<file path="src/rtl/alu_cmd_issuer.sv">
// rtl/alu_cmd_issuer.sv - command FIFO, single-issue ALU feeder and 2-entry result buffer
// Results are credit-gated so every issued command has a guaranteed result slot.
module alu_cmd_issuer #(
  parameter int CMD_DEPTH = 4
) (
  input  logic       clk,
  input  logic       reset,
  input  logic       in_valid,
  output logic       in_ready,
  input  logic [1:0] in_opcode,
  input  logic [3:0] in_a,
  input  logic [3:0] in_b,
  output logic [1:0] alu_opcode,
  output logic [3:0] alu_a,
  output logic [3:0] alu_b,
  input  logic [4:0] alu_c,
  output logic       out_valid,
  input  logic       out_ready,
  output logic [1:0] out_opcode,
  output logic [4:0] out_c
);

  localparam int PW = $clog2(CMD_DEPTH);
  localparam logic [PW:0] FULL_COUNT = CMD_DEPTH[PW:0];

  logic [9:0]    cmd_mem [CMD_DEPTH];
  logic [PW-1:0] cmd_wr;
  logic [PW-1:0] cmd_rd;
  logic [PW:0]   cmd_count;
  logic [9:0]    cmd_head;
  logic          cmd_full;
  logic          cmd_empty;
  logic          push;
  logic          issue;

  logic          inflight;
  logic [1:0]    inflight_op;

  logic [6:0]    res_mem [2];
  logic          res_wr;
  logic          res_rd;
  logic [1:0]    res_count;
  logic [2:0]    res_credit;
  logic          res_pop;

  assign cmd_full  = (cmd_count == FULL_COUNT);
  assign cmd_empty = (cmd_count == '0);
  assign in_ready  = !cmd_full && !reset;
  assign push      = in_valid && in_ready;
  assign cmd_head  = cmd_mem[cmd_rd];

  assign alu_opcode = cmd_empty ? 2'b00 : cmd_head[9:8];
  assign alu_a      = cmd_empty ? 4'b0000 : cmd_head[7:4];
  assign alu_b      = cmd_empty ? 4'b0000 : cmd_head[3:0];

  // Slots the buffer will hold after this edge if nothing new issues.
  assign res_pop    = out_valid && out_ready;
  assign res_credit = {1'b0, res_count} + {2'b00, inflight} - {2'b00, res_pop};
  assign issue      = !cmd_empty && (res_credit < 3'd2);

  always_ff @(posedge clk) begin
    if (push) cmd_mem[cmd_wr] <= {in_opcode, in_a, in_b};
  end

  always_ff @(posedge clk or posedge reset) begin
    if (reset) begin
      cmd_wr    <= '0;
      cmd_rd    <= '0;
      cmd_count <= '0;
    end else begin
      if (push)  cmd_wr <= cmd_wr + 1'b1;
      if (issue) cmd_rd <= cmd_rd + 1'b1;
      case ({push, issue})
        2'b10:   cmd_count <= cmd_count + 1'b1;
        2'b01:   cmd_count <= cmd_count - 1'b1;
        default: cmd_count <= cmd_count;
      endcase
    end
  end

  always_ff @(posedge clk or posedge reset) begin
    if (reset) begin
      inflight    <= 1'b0;
      inflight_op <= 2'b00;
    end else begin
      inflight <= issue;
      if (issue) inflight_op <= cmd_head[9:8];
    end
  end

  // Capture never checks for space: the issue credit already reserved it.
  always_ff @(posedge clk) begin
    if (inflight) res_mem[res_wr] <= {inflight_op, alu_c};
  end

  always_ff @(posedge clk or posedge reset) begin
    if (reset) begin
      res_wr    <= 1'b0;
      res_rd    <= 1'b0;
      res_count <= 2'b00;
    end else begin
      if (inflight) res_wr <= ~res_wr;
      if (res_pop)  res_rd <= ~res_rd;
      case ({inflight, res_pop})
        2'b10:   res_count <= res_count + 1'b1;
        2'b01:   res_count <= res_count - 1'b1;
        default: res_count <= res_count;
      endcase
    end
  end

  assign out_valid = (res_count != 2'b00);
  assign {out_opcode, out_c} = out_valid ? res_mem[res_rd] : 7'b0;

endmodule

</file>
<file path="config.mk">
export PLATFORM = sky130hd
export DESIGN_NAME = alu_cmd_issuer
export DESIGN_NICKNAME = d
export VERILOG_FILES = /design/src/rtl/alu_cmd_issuer.sv
export SDC_FILE = /design/constraint.sdc
export NUM_CORES = 1
export LEC_CHECK = 0
export CAP_MARGIN = 20
export CORE_MARGIN = 2
export CORE_UTILIZATION = 35
export DETAILED_ROUTE_END_ITERATION = 8
export MAX_ROUTING_LAYER = met4
export PLACE_DENSITY = 0.62
export SLEW_MARGIN = 20
export SYNTH_ARGS = -nofsm -noshare
export SYNTH_HDL_FRONTEND = slang
export SYNTH_SLANG_ARGS = --single-unit
</file>
<file path="constraint.sdc">
create_clock -name clk -period 2.75 [get_ports clk]
set_clock_uncertainty 0.05 [all_clocks]
set_input_delay 0.4125 -clock clk [delete_from_list [all_inputs] [get_ports clk]]
set_output_delay 0.4125 -clock clk [all_outputs]
set_load 0.03 [all_outputs]
</file>
==> run summary <==
Count leader, synth: edfxtp_1
Row count: 32
Critical path arrival: 2.21 ns
Synth Net Count: 189
Capturing element type of the critical path: primary output
Final worst-path cycle share: 97.1%
CTS tree: built
H-Tree Level Count: 3
Max-cap check violation count: 0
Critical Path Source: cmd_rd[0]
Synthesized area per cell: 17.5 sq um
Global Route Usage Sum: 11.7%
Die Wd: 94.4 um
Post-route minimum period: 2.67 ns
Peak VDD IR: 0.000520 V
FF/Latch Area: 1980 sq um
Area leader, netlist: edfxtp_1
Slowest stage delay, CP: 0.58 ns
Largest net degree at the start of global routing: 15
Number of flops mapped to enable cells by yosys: 54
Post-Route Setup TNS: 0 ns
Power per standard cell area: 1250 nW/um^2
Final slew viol count: 0
Clock root cell: clkbuf_8
Share of layout cells above drive strength 1: 26.8%
Via count: 1455
Crit-path slowest cell: clkdlybuf4s50_1
Fill count: 669
Post-synth top area share: 56.7%
Slew headroom: 56.2%
Core footprint: 7810 sq um
Ys Warns: 0
Endpoints failing setup: 0
Wirelength per Cell: 14.0 um
Sequential cell area fraction in the yosys report: 68.9%
RSZ-0062 raised after global routing: true
Fin nets: 249
WP data required: 2.29 ns
Full die area: 8910 sq um
Total CTS buffers: 9
# IOs: 38
Hold Startpoint: inflight_op[1]
Clock transition at path regs: 0.08 ns
Max frequency: 0.374 GHz
Final HPWL DP: 3.10 mm
HP Class: reg2reg
Area Overhead vs Synth: 30.1%
Async S/R FF share, synth: 20.6%
Vias in the first global route: 1525
Hold_ws: 0.436 ns
Drt via density: 4.41
CP bufs+invs: 2
Die height: 94.4 um
IO buf count: 37
Hold Fails Final Rpt: 0
Worst r2r src: res_count[0]
Routed wire length: 4.63 mm
CP Cell Sequence: buf_4 > mux4_2 > and2_1 > clkdlybuf4s50_1
Synth area leaders: edfxtp_1, dfrtp_1, mux4_2
CP top delay family: buffers and inverters
Routed Antenna Nets: 0
Measured slew at the worst slew-check pin: 0.656 ns
Critical path type: reg2out
FF+latch count, synth: 68
Post-Syn Area: 2860 sq um
P_leak: 0.00146 uW
Top_reg_cell synth: edfxtp_1
Cell variety after synth: 31
Clock sink count: 68
DR iter-0 viols: 52
CP Launch Type: flop
Antenna violations before repair: 0
Post-synth top cells: edfxtp_1, dfrtp_1, and2_1
Starting density of the core: 36.6%
Outcome: completed
Clk Latency, worst-skew pair: 0.34 ns
Clock Tree Buf Depth: 2
Final Core Density: 47.6%
Global-route wire length before repair: 7.38 mm
Peak fanout along the critical path: 6
GR Overflow Total: 0
DRC viols: 0
Multi-input gate area: 842 sq um
Post-Syn Instances: 163
GPL Wtd Cong: 0.708
Drt pass-1 iters: 4
# diodes: 0
-- cells in the final DEF (no fill, tap or decap), types with 2 or more instances in the layout --
master and n:
a21oi_1 3, and2_1 13, and2_2 2, buf_4 17
bufinv_16 2, clkbuf_8 9, clkdlybuf4s50_1 29, clkinv_4 2
dfrtp_1 11, dfrtp_2 3, dlymetal6s2s_1 7, edfxtp_1 54
fa_2 2, ha_1 4, inv_1 9, mux2_4 3
mux2i_1 8, mux4_1 2, mux4_2 8, nor2_1 9
nor3_1 2, xnor2_1 4, xor2_1 5
-- cell families (layout without fill, tap and decap cells) --
family,Yosys count,count (layout),share of synthesized area [%]
DFF,68,68,68.9
and+or+nand+nor,36,36,7.74
buffers and inverters,15,80,2.32
AOI/OAI and AO/OA,6,6,1.57
adders and majority gates,7,7,3.59
xor gates and xnor gates,10,10,3.32
muxes,21,21,12.5
-- routing by layer --
metal	global-route usage, %	vias up	wire length [um]
met5	-	-	0
met4	6.88	0	57
met3	2.23	8	158
met2	18.2	26	2220
met1	14.3	708	2200
li1	-	713	-
-- metrics by stage --
step	setup WS (ns)	cell area (sq um)	power, uW	instances
after floorplan	-0.0756	2880	3010	163
after global placement	-0.415	3460	3710	312
after detailed placement	-0.452	3460	3750	312
after CTS	0.0327	3690	4690	329
after global routing	-0.0496	3720	4940	330
final	0.0786	3720	4650	330
-- what timing repair did --
item | in CTS | in global routing
hold buffers | 0 | 0
setup endpoints to repair | 11 | 8
pin swaps | 3 | 4
resized for setup | 3 | 9
buffers inserted | 1 | 1
-- worst register-to-register path: stages (launching register included) --
cell and delay, ns:
dfrtp_1 0.37, and3b_2 0.25, a21oi_2 0.05, nand2b_4 0.14
fa_2 0.53, nor3b_4 0.21, ha_2 0.21, inv_2 0.04
fa_2 0.32, xor2_1 0.14, nor2_1 0.13, xor2_1 0.15
-- path summary, 6_finish.rpt --
kind                                  to  slack, ns  cells past startpoint
min in group asynchronous      cmd_wr[0]       0.48                      2
setup / recovery                alu_b[2]       0.08                      4
setup reg to reg            cmd_count[2]       0.09                     11
hold reg to reg            res_mem[0][6]       0.44                      0
hold / removal             res_mem[0][6]       0.44                      0
max in group asynchronous   res_count[1]       1.78                      2
-- sequential cells by signal (all words and copies together) (netlist names) --
signal	cells
res_wr	1
cmd_rd	2
inflight_op	2
res_count	2
cmd_count	3
inflight	1
cmd_wr	2
res_rd	1
res_mem	14
cmd_mem	40
-- cell type report --
type | count | area share [%]
multi-input combinational | 80 | 22.6
clock inverter | 7 | 2.66
tap | 102 | 3.43
sequential | 68 | 53.1
inverter | 10 | 1.01
clock buffer | 9 | 3.33
timing repair buffer | 54 | 13.8
-- where the power goes --
part / total (uW) / internal [uW] / switching (uW)
registers: 1590 / 1400 / 196
clock network: 902 / 515 / 387
logic: 2160 / 1090 / 1060
total: 4650 / 3010 / 1640
No activity file was read; power rests on OpenSTA's default activity.
